$ cat src/rtl/axi_traffic_gen.sv
// AXI4 traffic initiator: issues INCR write/read bursts with an XOR data
// pattern and checks read data and IDs, one burst outstanding at a time.
module axi_traffic_gen #(
  parameter logic [3:0] MASTER_ID    = 4'd0,
  parameter logic [7:0] PATTERN_SEED = 8'hA5,
  parameter int         CNT_W        = 32
) (
  input  logic             aclk,
  input  logic             aresetn,
  input  logic             start,
  input  logic [1:0]       mode,
  input  logic [15:0]      num_bursts,
  input  logic [15:0]      base_addr,
  input  logic [15:0]      stride,
  input  logic [7:0]       burst_len,
  output logic             busy,
  output logic             done,
  output logic [CNT_W-1:0] cycle_cnt,
  output logic [31:0]      beat_cnt,
  output logic [15:0]      err_cnt,
  output logic             awvalid,
  output logic [3:0]       awid,
  output logic [15:0]      awaddr,
  output logic [7:0]       awlen,
  output logic [2:0]       awsize,
  output logic [1:0]       awburst,
  input  logic             awready,
  output logic             wvalid,
  output logic [7:0]       wdata,
  output logic             wstrb,
  output logic             wlast,
  input  logic             wready,
  input  logic             bvalid,
  input  logic [3:0]       bid,
  output logic             bready,
  output logic             arvalid,
  output logic [3:0]       arid,
  output logic [15:0]      araddr,
  output logic [7:0]       arlen,
  output logic [2:0]       arsize,
  output logic [1:0]       arburst,
  input  logic             arready,
  input  logic             rvalid,
  input  logic [3:0]       rid,
  input  logic [7:0]       rdata,
  input  logic             rlast,
  output logic             rready
);

  typedef enum logic [2:0] {
    S_IDLE, S_WA, S_WD, S_WB, S_RA, S_RD, S_DONE
  } state_t;

  state_t           r_state;
  logic             r_rd_after;
  logic [15:0]      r_num;
  logic [15:0]      r_base;
  logic [15:0]      r_stride;
  logic [15:0]      r_addr;
  logic [15:0]      r_i;
  logic [7:0]       r_len;
  logic [7:0]       r_j;
  logic             r_late;
  logic             r_busy;
  logic             r_done;
  logic [CNT_W-1:0] r_cyc;
  logic [31:0]      r_beat;
  logic [15:0]      r_err;
  logic             r_awvalid;
  logic             r_wvalid;
  logic [7:0]       r_wdata;
  logic             r_wlast;
  logic             r_bready;
  logic             r_arvalid;
  logic             r_rready;

  logic        w_aw_hs;
  logic        w_w_hs;
  logic        w_b_hs;
  logic        w_ar_hs;
  logic        w_r_hs;
  logic        w_last_burst;
  logic [15:0] w_next_addr;
  logic [7:0]  w_rexp;
  logic [7:0]  w_wnext;
  logic        w_rbeat_bad;
  logic        w_rlast_bad;
  logic        w_bid_bad;
  logic [1:0]  w_err_inc;
  logic [16:0] w_err_sum;
  logic [15:0] w_err_next;

  assign w_aw_hs      = r_awvalid & awready;
  assign w_w_hs       = r_wvalid & wready;
  assign w_b_hs       = r_bready & bvalid;
  assign w_ar_hs      = r_arvalid & arready;
  assign w_r_hs       = r_rready & rvalid;
  assign w_last_burst = (r_i == r_num - 16'd1);
  assign w_next_addr  = r_addr + r_stride;
  assign w_rexp       = (r_addr[7:0] + r_j) ^ PATTERN_SEED;
  assign w_wnext      = (r_addr[7:0] + r_j + 8'd1) ^ PATTERN_SEED;
  assign w_rbeat_bad  = (rdata != w_rexp) || (rid != MASTER_ID);
  assign w_bid_bad    = (bid != MASTER_ID);

  // rlast must coincide with beat burst_len; a late one is counted only once
  assign w_rlast_bad = !r_late && (rlast != (r_j == r_len));

  assign w_err_inc  = {1'b0, w_r_hs & w_rbeat_bad}
                    + {1'b0, w_r_hs & w_rlast_bad}
                    + {1'b0, w_b_hs & w_bid_bad};
  assign w_err_sum  = {1'b0, r_err} + {15'd0, w_err_inc};
  assign w_err_next = w_err_sum[16] ? 16'hFFFF : w_err_sum[15:0];

  always_ff @(posedge aclk or negedge aresetn) begin
    if (!aresetn) begin
      r_state    <= S_IDLE;
      r_rd_after <= 1'b0;
      r_num      <= '0;
      r_base     <= '0;
      r_stride   <= '0;
      r_addr     <= '0;
      r_i        <= '0;
      r_len      <= '0;
      r_j        <= '0;
      r_late     <= 1'b0;
      r_busy     <= 1'b0;
      r_done     <= 1'b0;
      r_cyc      <= '0;
      r_beat     <= '0;
      r_err      <= '0;
      r_awvalid  <= 1'b0;
      r_wvalid   <= 1'b0;
      r_wdata    <= '0;
      r_wlast    <= 1'b0;
      r_bready   <= 1'b0;
      r_arvalid  <= 1'b0;
      r_rready   <= 1'b0;
    end else begin
      if (r_busy) r_cyc <= r_cyc + CNT_W'(1);
      r_beat <= r_beat + 32'(w_w_hs) + 32'(w_r_hs);
      r_err  <= w_err_next;
      unique case (r_state)
        S_IDLE, S_DONE: begin
          if (start) begin
            r_rd_after <= mode[1];
            r_num      <= num_bursts;
            r_base     <= base_addr;
            r_stride   <= stride;
            r_len      <= burst_len;
            r_i        <= '0;
            r_addr     <= base_addr;
            r_cyc      <= '0;
            r_beat     <= '0;
            r_err      <= '0;
            if (num_bursts == 16'd0) begin
              r_state <= S_DONE;
              r_done  <= 1'b1;
              r_busy  <= 1'b0;
            end else begin
              r_done <= 1'b0;
              r_busy <= 1'b1;
              if (mode == 2'd1) begin
                r_state   <= S_RA;
                r_arvalid <= 1'b1;
              end else begin
                r_state   <= S_WA;
                r_awvalid <= 1'b1;
              end
            end
          end
        end
        S_WA: begin
          if (w_aw_hs) begin
            r_awvalid <= 1'b0;
            r_wvalid  <= 1'b1;
            r_j       <= '0;
            r_wdata   <= r_addr[7:0] ^ PATTERN_SEED;
            r_wlast   <= (r_len == 8'd0);
            r_state   <= S_WD;
          end
        end
        S_WD: begin
          if (w_w_hs) begin
            if (r_wlast) begin
              r_wvalid <= 1'b0;
              r_wlast  <= 1'b0;
              r_bready <= 1'b1;
              r_state  <= S_WB;
            end else begin
              r_j     <= r_j + 8'd1;
              r_wdata <= w_wnext;
              r_wlast <= (r_j + 8'd1 == r_len);
            end
          end
        end
        S_WB: begin
          if (w_b_hs) begin
            r_bready <= 1'b0;
            if (!w_last_burst) begin
              r_i       <= r_i + 16'd1;
              r_addr    <= w_next_addr;
              r_awvalid <= 1'b1;
              r_state   <= S_WA;
            end else if (r_rd_after) begin
              r_i       <= '0;
              r_addr    <= r_base;
              r_arvalid <= 1'b1;
              r_state   <= S_RA;
            end else begin
              r_busy  <= 1'b0;
              r_done  <= 1'b1;
              r_state <= S_DONE;
            end
          end
        end
        S_RA: begin
          if (w_ar_hs) begin
            r_arvalid <= 1'b0;
            r_rready  <= 1'b1;
            r_j       <= '0;
            r_late    <= 1'b0;
            r_state   <= S_RD;
          end
        end
        S_RD: begin
          if (w_r_hs) begin
            r_j <= r_j + 8'd1;
            if (!rlast && r_j == r_len) r_late <= 1'b1;
            if (rlast) begin
              r_rready <= 1'b0;
              if (!w_last_burst) begin
                r_i       <= r_i + 16'd1;
                r_addr    <= w_next_addr;
                r_arvalid <= 1'b1;
                r_state   <= S_RA;
              end else begin
                r_busy  <= 1'b0;
                r_done  <= 1'b1;
                r_state <= S_DONE;
              end
            end
          end
        end
        default: r_state <= S_IDLE;
      endcase
    end
  end

  assign busy      = r_busy;
  assign done      = r_done;
  assign cycle_cnt = r_cyc;
  assign beat_cnt  = r_beat;
  assign err_cnt   = r_err;
  assign awvalid   = r_awvalid;
  assign awid      = MASTER_ID;
  assign awaddr    = r_addr;
  assign awlen     = r_len;
  assign awsize    = 3'b000;
  assign awburst   = 2'b01;
  assign wvalid    = r_wvalid;
  assign wdata     = r_wdata;
  assign wstrb     = 1'b1;
  assign wlast     = r_wlast;
  assign bready    = r_bready;
  assign arvalid   = r_arvalid;
  assign arid      = MASTER_ID;
  assign araddr    = r_addr;
  assign arlen     = r_len;
  assign arsize    = 3'b000;
  assign arburst   = 2'b01;
  assign rready    = r_rready;

endmodule

$ cat config.mk
export PLATFORM = sky130hd
export DESIGN_NAME = axi_traffic_gen
export DESIGN_NICKNAME = d
export VERILOG_FILES = /design/src/rtl/axi_traffic_gen.sv
export SDC_FILE = /design/constraint.sdc
export NUM_CORES = 1
export LEC_CHECK = 0
export BUFFER_PORTS_ARGS = -buffer_cell sky130_fd_sc_hd__buf_4
export CAP_MARGIN = 20
export CORE_ASPECT_RATIO = 1.4
export CORE_UTILIZATION = 57
export CTS_BUF_LIST = sky130_fd_sc_hd__clkbuf_4
export DETAILED_ROUTE_END_ITERATION = 6
export GPL_TIMING_DRIVEN = 0
export PLACE_DENSITY = 0.87
export SLEW_MARGIN = 5
export SYNTH_ARGS = -nofsm -noshare
export SYNTH_HDL_FRONTEND = slang
export SYNTH_SLANG_ARGS = --single-unit
$ cat constraint.sdc
create_clock -name aclk -period 5.9 [get_ports aclk]
set_input_delay 0.295 -clock aclk [delete_from_list [all_inputs] [get_ports aclk]]
set_output_delay 0.295 -clock aclk [all_outputs]
set_load 0.005 [all_outputs]
Yosys cells after proc, flatten, opt, wreduce, memory -nomap -nowiden. Cells that the tools add are included.

Bits in registers: 197. Latch bits: 0. RAM bits: 0. Memory bits (read-only): 0. Input port bits: 83. Output and inout bits: 163. Logic and storage cells: 210. Memories: 0.

Add/subtract/negate cells: 12. Multipliers: 0. Divide/modulo/power cells: 0. $lt $le $gt $ge: 0. Equal/unequal tests: 32. Shifts and indexed selects: 0. Muxes and demuxes: 102. Bitwise logic cells: 11. Reductions and logical operators: 31.

Operator list (number): $mux W16 (17); $mux W32 (5); $pmux W16 S3 (2); $add A32 B1 Y32 (2); $mux W8 (8); $mux W1 (45); $ne A2 B2 Y1 const B (19); $mux W3 (11); $add A32 B1 Y32 const B (1); $pmux W8 S4 (1); $reduce_and A4 Y1 (5); $pmux W3 S6 (1); $add A16 B2 Y17 (1); $add A16 B1 Y16 const B (1); $add A16 B16 Y16 (1); $add A8 B1 Y8 const B (2); $eq A16 B16 Y1 (1); $eq A8 B8 Y1 (2); $logic_not A16 Y1 (1); $pmux W8 S2 (1); $reduce_and A8 Y1 (2); $reduce_bool A4 Y1 (4); $sub A16 B1 Y16 const B (1); $reduce_and A7 Y1 (2); other kinds (28) (52).

Depth between registers and ports, before layout. Gate-level depths: netlist (run 1).

Depth after elaboration: 11. Gate-level depth with buffers: 22. Depth with buffers taken out: 22.

Least setup slack after synthesis (run 1). Ideal clock, no wire load.

Path type: register to register. From: register r_addr[0] (netlist: araddr[0]). To: register r_err[10] (netlist: err_cnt[10]). Setup time: 0.078 ns. Arrival time: 4.371 ns. Required time: 5.822 ns. Path slack: 1.451 ns. Cell stages (with the launch flop): 23. Buffers on the path: 1. Period minus slack after synthesis: 4.449 ns. Cells stage by stage: dfrtp_1 -> ha_1 -> fa_1 -> a21o_1 -> a21oi_1 -> o21bai_1 -> a21oi_1 -> xnor2_1 -> xnor2_1 -> nand3_1 -> o21ai_0 -> fa_1 -> inv_1 -> ha_1 -> fa_1 -> nand2_1 -> nor2_1 -> and3_1 -> inv_1 -> nor2_1 -> nand3_1 -> clkbuf_1 -> a21oi_1.

Longest elaborated chain between the ends: 11.

Ends and longest elaborated chain: start, declared (line 59) `logic [15:0] r_addr;`; start signal, assigned (line 151) `r_addr <= base_addr;`; start signal, assigned (line 201) `r_addr <= w_next_addr;`; start signal, assigned (line 206) `r_addr <= r_base;`; $add A8 B8 Y8 (*) (line 100) `assign w_rexp = (r_addr[7:0] + r_j) ^ PATTERN_SEED;`; $not A4 Y4 (no line); $ne A8 B8 Y1 (*) (line 102) `assign w_rbeat_bad = (rdata != w_rexp) || (rid != MASTER_ID);`; $logic_or A1 B1 Y1 (*) (line 102); $and A1 B1 Y1 (*) (line 108) `assign w_err_inc = {1'b0, w_r_hs & w_rbeat_bad}`; $add A1 B1 Y2 (*) (line 109) `+ {1'b0, w_r_hs & w_rlast_bad}`; $add A2 B1 Y2 (*) (line 110) `+ {1'b0, w_b_hs & w_bid_bad};`; $add A16 B2 Y17 (*) (line 111) `assign w_err_sum = {1'b0, r_err} + {15'd0, w_err_inc};`; $mux W16 (*) (line 112) `assign w_err_next = w_err_sum[16] ? 16'hFFFF : w_err_sum[15:0];`; $mux W16 (line 144) `if (start) begin`; $mux W16 (*) (line 142) `unique case (r_state)`; end signal, assigned (line 141) `r_err <= w_err_next;`; end, declared (line 68) `logic [15:0] r_err;`.

Every way passes the cells marked *; elsewhere a longest branch is shown, timed or not. A chain may end at the register's enable or synchronous reset.

Worst setup path in the final report (run 1).
From: register r_addr[0] (netlist: araddr[0]). To: register r_err[5] (netlist: err_cnt[5]).

Same word-level chain as after synthesis.

==> results.md, run 1 <==
- Status: complete, no violations
- Post-synthesis average cell area: 9.46 sq um
- Post-synth EDFFs: 0
- Slew Limit Fails: 0
- Synth warnings: 0
- Final non-filler cell area: ~0.015 sq mm
- Max_cap viols: 0
- Sequential element share of the synthesized area: 0.419
- Buffers on Ports: about 230
- Max Fanout on Critical Path: 10
- Initial antenna violation count: 1
- Worst vdd ir: ~0.12 mV
- Crit path DAT: 5930 ps
- WP buf/inv: 3
- Worst skew pair latency: slightly above 600 ps
- Critical path class: reg2reg
- F_max: 185 MHz
- Clock Root Buffer: clkbuf_4
- Row cnt: 61
- DR vias/cell: 5.90
- Setup Total Neg Slack: 0 ps
- Synth top area cells: dfrtp_1, xor2_1, mux2_2
- RSZ-0062 raised after global routing: no
- Crit path launch type: flip-flop
- Die height: 172 um
- CTS Buf Count: 17
- Area Overhead vs Synth: 25.5%
- Number of global-route vias before repair: 10749
- Initial Util: 0.586
- 1st-pass router iterations: 7
- Initial drt markers: 905
- Ys flop type: dfrtp_1
- Count leader, synth: dfrtp_1
- Async SR Flop Fraction: 1.00
- Cell taking the most area after synthesis: dfrtp_1
- Ratio of cells with drive above 1 in the final layout: 0.248
- Cell Area, Placed: 0.0139 sq mm
- Io pins: 246
- GRT Util Overall: 0.315
- Clock Sinks: 197
- Post-Syn Area: between 0.01 and 0.015 sq mm
- Post-route ant nets: 0
- Seq cells post-synth: ~200
- Ratio of final minimum period to clock period: 0.915
- Final setup vio count: 0
- Worst-Margin Slew: approximately 960 ps
- CTS tree: yes
- Vias: 10814
- Clock Path Buffers: 2
- Pleak: 7.22 nW
- Final Hold Viols: 0
- Tot Pwr: 2.19 mW
- Pin count of the biggest net entering global routing: around 120
- Critical Path Sink Type: flip-flop
- GRT overflow: 0
- Pwr dens: 149 mW/mm^2
- Placer Congestion: roughly 0.94
- Fin crit period: 5400 ps
- Worst Skew: between 20 and 25 ps
- Die Wd: roughly 120 um
- Required time at the worst-slack endpoint: about 6400 ps
- CP delay by family, top: adder cells
- Hold WC Path Type: in2reg
- Post-Syn Instances: 1243
- Worst slew margin: 0.352
- Clk slew on worst S/H paths: 160 ps
- Number of remaining DRC errors: 0
- Die area: 0.0212 sq mm
- Final nets: approximately 1700
- H-tree levels: 4
- Core area: approximately 0.02 sq mm
- WL final: 32500 um
- Post-DP HPWL: 23400 um
- Yosys top cell area share: 0.419
- Yosys cell types: 74
- First-pass GRT wire length: 51900 um
- Routed len/inst: approximately 18 um
- Critical Path Slowest Stage Cell: dfrtp_1
- Critical path cell sequence: ha_1 > fa_1 > a21o_1 > a21oi_1 > o21bai_1 > a21oi_1 > xnor2_1 > xnor2_1 > nand3_1 > o21ai_1 > fa_1 > inv_1 > ha_1 > fa_1 > nand2_1 > nor2_1 > and3_1 > inv_1 > nor2_1 > nand3_1 > clkbuf_1 > a21oi_1
- Largest stage delay on the critical path: around 520 ps
- Post-synth top cells: dfrtp_1, nor2_1, nand2_1
-- flip-flops by register name (all words and copies together), names as in the netlist, 8 cells and up --
name / flops
araddr: 16
arlen: 8
beat_cnt: 32
cycle_cnt: 32
err_cnt: 16
r_base: 16
r_i: 16
r_j: 8
r_num: 16
r_stride: 16
wdata: 8
-- cells in the final DEF (no fill, tap or decap), types with 6 or more instances in the layout --
master / n
and3_1: 20
nand3_1: 57
conb_1: 19
buf_2: 6
xor2_1: 70
a211oi_1: 8
or4_1: 13
buf_1: 8
nor2b_1: 10
nand4_1: 29
mux2_2: 54
clkbuf_4: 18
nor4_1: 14
and2_1: 10
nor3_1: 28
a21oi_1: 93
a41oi_1: 7
dfrtp_1: 197
buf_4: 269
a31oi_1: 9
nor2_1: 114
clkbuf_1: 32
buf_6: 6
a22oi_1: 12
inv_1: 24
nand2_1: 100
ha_1: 31
o21ai_0: 49
a21o_1: 11
dlygate4sd3_1: 61
xnor2_1: 59
nand2b_1: 11
or3_1: 13
o31ai_1: 16
-- metrics by stage --
stage | hold WS, ps | util | cells | setup slack, ps
2_1_floorplan | -0.591 | - | 1260 | 1450
5_1_grt | 92.1 | 0.735 | 1833 | 139
3_5_place_dp | 327 | 0.691 | 1739 | 402
3_3_place_gp | 469 | 0.689 | 1738 | 548
4_1_cts | 37.1 | 0.734 | 1832 | 325
6_report | 61.2 | 0.735 | 1833 | 499
-- worst min-delay path, stage by stage --
cell and delay [ps]:
buf_4 80, nand2_1 70, o21ai_0 150, a21oi_1 60
-- worst paths after layout --
check | to | cells after the start | from | slack, ps
worst max-delay path | err_cnt[5]$_DFF_PN0_ | 22 | araddr[0]$_DFFE_PN0P_ | 500
worst min-delay path | r_late$_DFFE_PN0P_ | 4 | arready | 60
worst max register to register | err_cnt[5]$_DFF_PN0_ | 22 | araddr[0]$_DFFE_PN0P_ | 500
worst min register to register | wdata[0]$_DFFE_PN0P_ | 2 | wdata[0]$_DFFE_PN0P_ | 520
max in group asynchronous | beat_cnt[30]$_DFF_PN0_ | 3 | aresetn | 4680
min in group asynchronous | r_stride[9]$_DFFE_PN0P_ | 2 | aresetn | 220
-- logic make-up after synthesis --
| group | Yosys count | synth area share |
|---|---|---|
| buf+inv | 121 | 0.0572 |
| compound gates | 254 | 0.137 |
| xor+xnor | 129 | 0.0961 |
| simple gates | 446 | 0.193 |
| other cells | 2 | 0.000639 |
| fa+ha+maj | 36 | 0.0415 |
| mux | 58 | 0.0551 |
| flops | 197 | 0.419 |
-- layer usage --
layer  up-vias  GRT usage  part of all wire
li1       5025          -                 -
met1      5219      0.358              0.37
met2       459      0.561              0.52
met3       111     0.0574             0.065
met4         0      0.158             0.045
met5         -          0                 0
-- area by class of cell --
cell class | count | area, sq um
Tap cell | 252 | 315
Fill cell | 1448 | 5330
Antenna cell | 1 | 2.50
Timing Repair Buffer | 288 | 2340
Clock inverter | 14 | 129
Sequential cell | 197 | 4930
Inverter | 25 | 93.8
Multi-Input combinational cell | 942 | 6220
Buffer | 96 | 578
Clock buffer | 18 | 135
-- where the power goes --
| group | switching (mW) | internal [mW] |
|---|---|---|
| registers | 0 | 1.35 |
| logic | 0.0571 | 0.0756 |
| clock network | 0.490 | 0.219 |
| total | 0.547 | 1.65 |
-- what timing repair did --
item / 4_1_cts / 5_1_grt
hold buffers: 61 / 0
gates resized for setup: 0 / 2
setup buffers: 0 / 0
endpoints found under the hold margin: 155 / 0
setup endpoints to repair: 0 / 10
No activity file was read; power rests on OpenSTA's default activity.
==> run 2, diff against run 1 <==
--- a/config.mk
+++ b/config.mk
@@ -5,14 +5,14 @@
 export SDC_FILE = /design/constraint.sdc
 export NUM_CORES = 1
 export LEC_CHECK = 0
-export BUFFER_PORTS_ARGS = -buffer_cell sky130_fd_sc_hd__buf_4
 export CAP_MARGIN = 20
 export CORE_ASPECT_RATIO = 1.4
-export CORE_UTILIZATION = 57
+export CORE_UTILIZATION = 60
 export CTS_BUF_LIST = sky130_fd_sc_hd__clkbuf_4
 export DETAILED_ROUTE_END_ITERATION = 6
+export DONT_BUFFER_PORTS = 1
 export GPL_TIMING_DRIVEN = 0
-export PLACE_DENSITY = 0.87
+export PLACE_DENSITY = 0.8
 export SLEW_MARGIN = 5
 export SYNTH_ARGS = -nofsm -noshare
 export SYNTH_HDL_FRONTEND = slang
==> constraint.sdc (replaced) <==
create_clock -name aclk -period 5.05 [get_ports aclk]
set_input_delay 0.2525 -clock aclk [delete_from_list [all_inputs] [get_ports aclk]]
set_output_delay 0.2525 -clock aclk [all_outputs]
set_load 0.005 [all_outputs]
==> run 2 against run 1 <==
  * Clock skew grew 20 ps
  * Die area is 4.9% lower
  * Sequential cell count is the same
  * Critical path depth is the same
  * Critical path type unchanged
  * Non-clock buffer count shrank 224
==> results.md, run 2 (synthesis gave the netlist of run 1 again) <==
- Initial antenna violation count: 2
- Buffers on Ports: 0
- Worst vdd ir: 0.145 mV
- Max Fanout on Critical Path: 10
- Commonest cells after routing, fill and taps aside: dfrtp_1, nor2_1, nand2_1
- Ratio of final minimum period to clock period: 0.948
- DR vias/cell: a little over 6
- Worst-Margin Slew: 968 ps
- Worst slew margin: 0.354
- Setup Total Neg Slack: 0 ps
- Clock Root Buffer: clkbuf_4
- Worst Skew: between 40 and 50 ps
- Io pins: 246
- CP delay by family, top: adder cells
- Required time at the worst-slack endpoint: ~5600 ps
- Critical path cell sequence: ha_1 > fa_1 > a21o_1 > a21oi_2 > o21bai_1 > a21oi_2 > xnor2_2 > xnor2_1 > nand3_1 > o21ai_2 > fa_1 > inv_1 > ha_1 > fa_2 > nand2_1 > nor2_1 > and3_4 > inv_1 > nor2_4 > nand3_2 > clkbuf_4 > a21oi_1
- Critical path class: reg2reg
- Ratio of cells with drive above 1 in the final layout: 0.131
- GRT overflow: 0
- Finished Layout Cells: 1606
- Final Hold Viols: 0
- Die Wd: 120 um
- CTS Buf Count: 17
- Clock Path Buffers: 2
- Crit path launch type: flip-flop
- Area Overhead vs Synth: 11.8%
- Fin util: 0.684
- F_max: 209 MHz
- Initial drt markers: 657
- Tot Pwr: approximately 2.6 mW
- Vias: 9864
- Number of remaining DRC errors: 0
- Clock Sinks: 197
- Max_cap viols: 0
- Placer Congestion: 0.913
- Core area: 0.0192 sq mm
- Worst skew pair latency: 630 ps
- Number of global-route vias before repair: approximately 9900
- Routed len/inst: 19.2 um
- Largest stage delay on the critical path: 530 ps
- Die height: 168 um
- H-tree levels: 4
- WL final: 30800 um
- Pwr dens: 196 mW/mm^2
- CTS tree: yes
- Post-DP HPWL: 21900 um
- Post-CTS Setup Inserts: 0
- Final hold slack: 64.5 ps
- Commonest non-fill, non-tap cell in the layout: dfrtp_1
- Critical Path Slowest Stage Cell: dfrtp_2
- Pleak: 6.08 nW
- Critical Path Sink Type: flip-flop
- Hold WC Path Type: in2reg
- Crit path DAT: 5330 ps
- WP buf/inv: 3
- Pin count of the biggest net entering global routing: 198
- Final nets: approximately 1500
- Initial Util: 0.612
- GRT Util Overall: 0.310
- Dpl cells: around 1500
- Slew Limit Fails: 0
- Row cnt: 60
- First-pass GRT wire length: 49500 um
- Die area: 0.0202 sq mm
- Fin crit period: 4790 ps
- Final setup vio count: 0
- Post-route ant nets: 0
- 1st-pass router iterations: 5
- Clk slew on worst S/H paths: about 190 ps
- Status: complete, no violations
[run 2: per-stage QoR]
step,setup WS (ps),instance area (sq um)
3_3_place_gp,-219,12100
4_1_cts,23.9,13100
2_1_floorplan,601,11800
6_report,265,13100
5_1_grt,-25.5,13100
3_5_place_dp,-360,12100
[run 2: path summary, 6_finish.rpt]
check / from / endpoint / slack [ps] / depth (start not counted)
setup reg to reg: araddr[0]$_DFFE_PN0P_ / err_cnt[10]$_DFF_PN0_ / 260 / 22
hold reg to reg: r_base[1]$_DFFE_PN0P_ / r_base[1]$_DFFE_PN0P_ / 530 / 1
max in group asynchronous: aresetn / araddr[1]$_DFFE_PN0P_ / 3910 / 2
hold / removal: base_addr[15] / araddr[15]$_DFFE_PN0P_ / 60 / 4
setup / recovery: araddr[0]$_DFFE_PN0P_ / err_cnt[10]$_DFF_PN0_ / 260 / 22
min in group asynchronous: aresetn / cycle_cnt[16]$_DFF_PN0_ / 380 / 2
[run 2: layout make-up]
class | instances | area (sq um)
Buffer | 96 | 582
Multi-Input combinational cell | 942 | 6260
Antenna cell | 2 | 5.00
Sequential cell | 197 | 4930
Inverter | 25 | 93.8
Timing Repair Buffer | 64 | 658
Clock buffer | 17 | 128
Tap cell | 248 | 310
Clock inverter | 15 | 174
Fill cell | 1475 | 6070
[run 2: metal layers]
| layer | wire (um) | vias up | track usage | share of wire |
|---|---|---|---|---|
| met5 | 0 | - | 0 | 0 |
| met4 | 1020 | 0 | 0.129 | 0.033 |
| met3 | 2360 | 79 | 0.0848 | 0.077 |
| met2 | 15900 | 397 | 0.543 | 0.52 |
| met1 | 11500 | 4815 | 0.353 | 0.37 |
| li1 | - | 4573 | - | - |
[run 2: power by group]
part / switching [mW] / internal (mW) / total, mW
Sequential: 0 / 1.58 / 1.58
Combinational: 0.0499 / 0.0493 / 0.0992
Clock: 0.658 / 0.235 / 0.893
Total: 0.708 / 1.86 / 2.57
[run 2: worst reg2reg max path: stages, from the launching register on]
cell and delay [ps]:
dfrtp_2 530, ha_1 250, fa_1 410, a21o_1 190, a21oi_2 180, o21bai_1 110
a21oi_2 190, xnor2_2 180, xnor2_1 160, nand3_1 150, o21ai_2 190, fa_1 430
inv_1 70, ha_1 190, fa_2 250, nand2_1 60, nor2_1 180, and3_4 230
inv_1 70, nor2_4 170, nand3_2 150, clkbuf_4 230, a21oi_1 150
[run 2: what timing repair did]
item	in CTS	in global routing
endpoints found under the setup margin	15	16
gates resized for setup	7	8
endpoints found under the hold margin	272	0
hold buffers	64	0
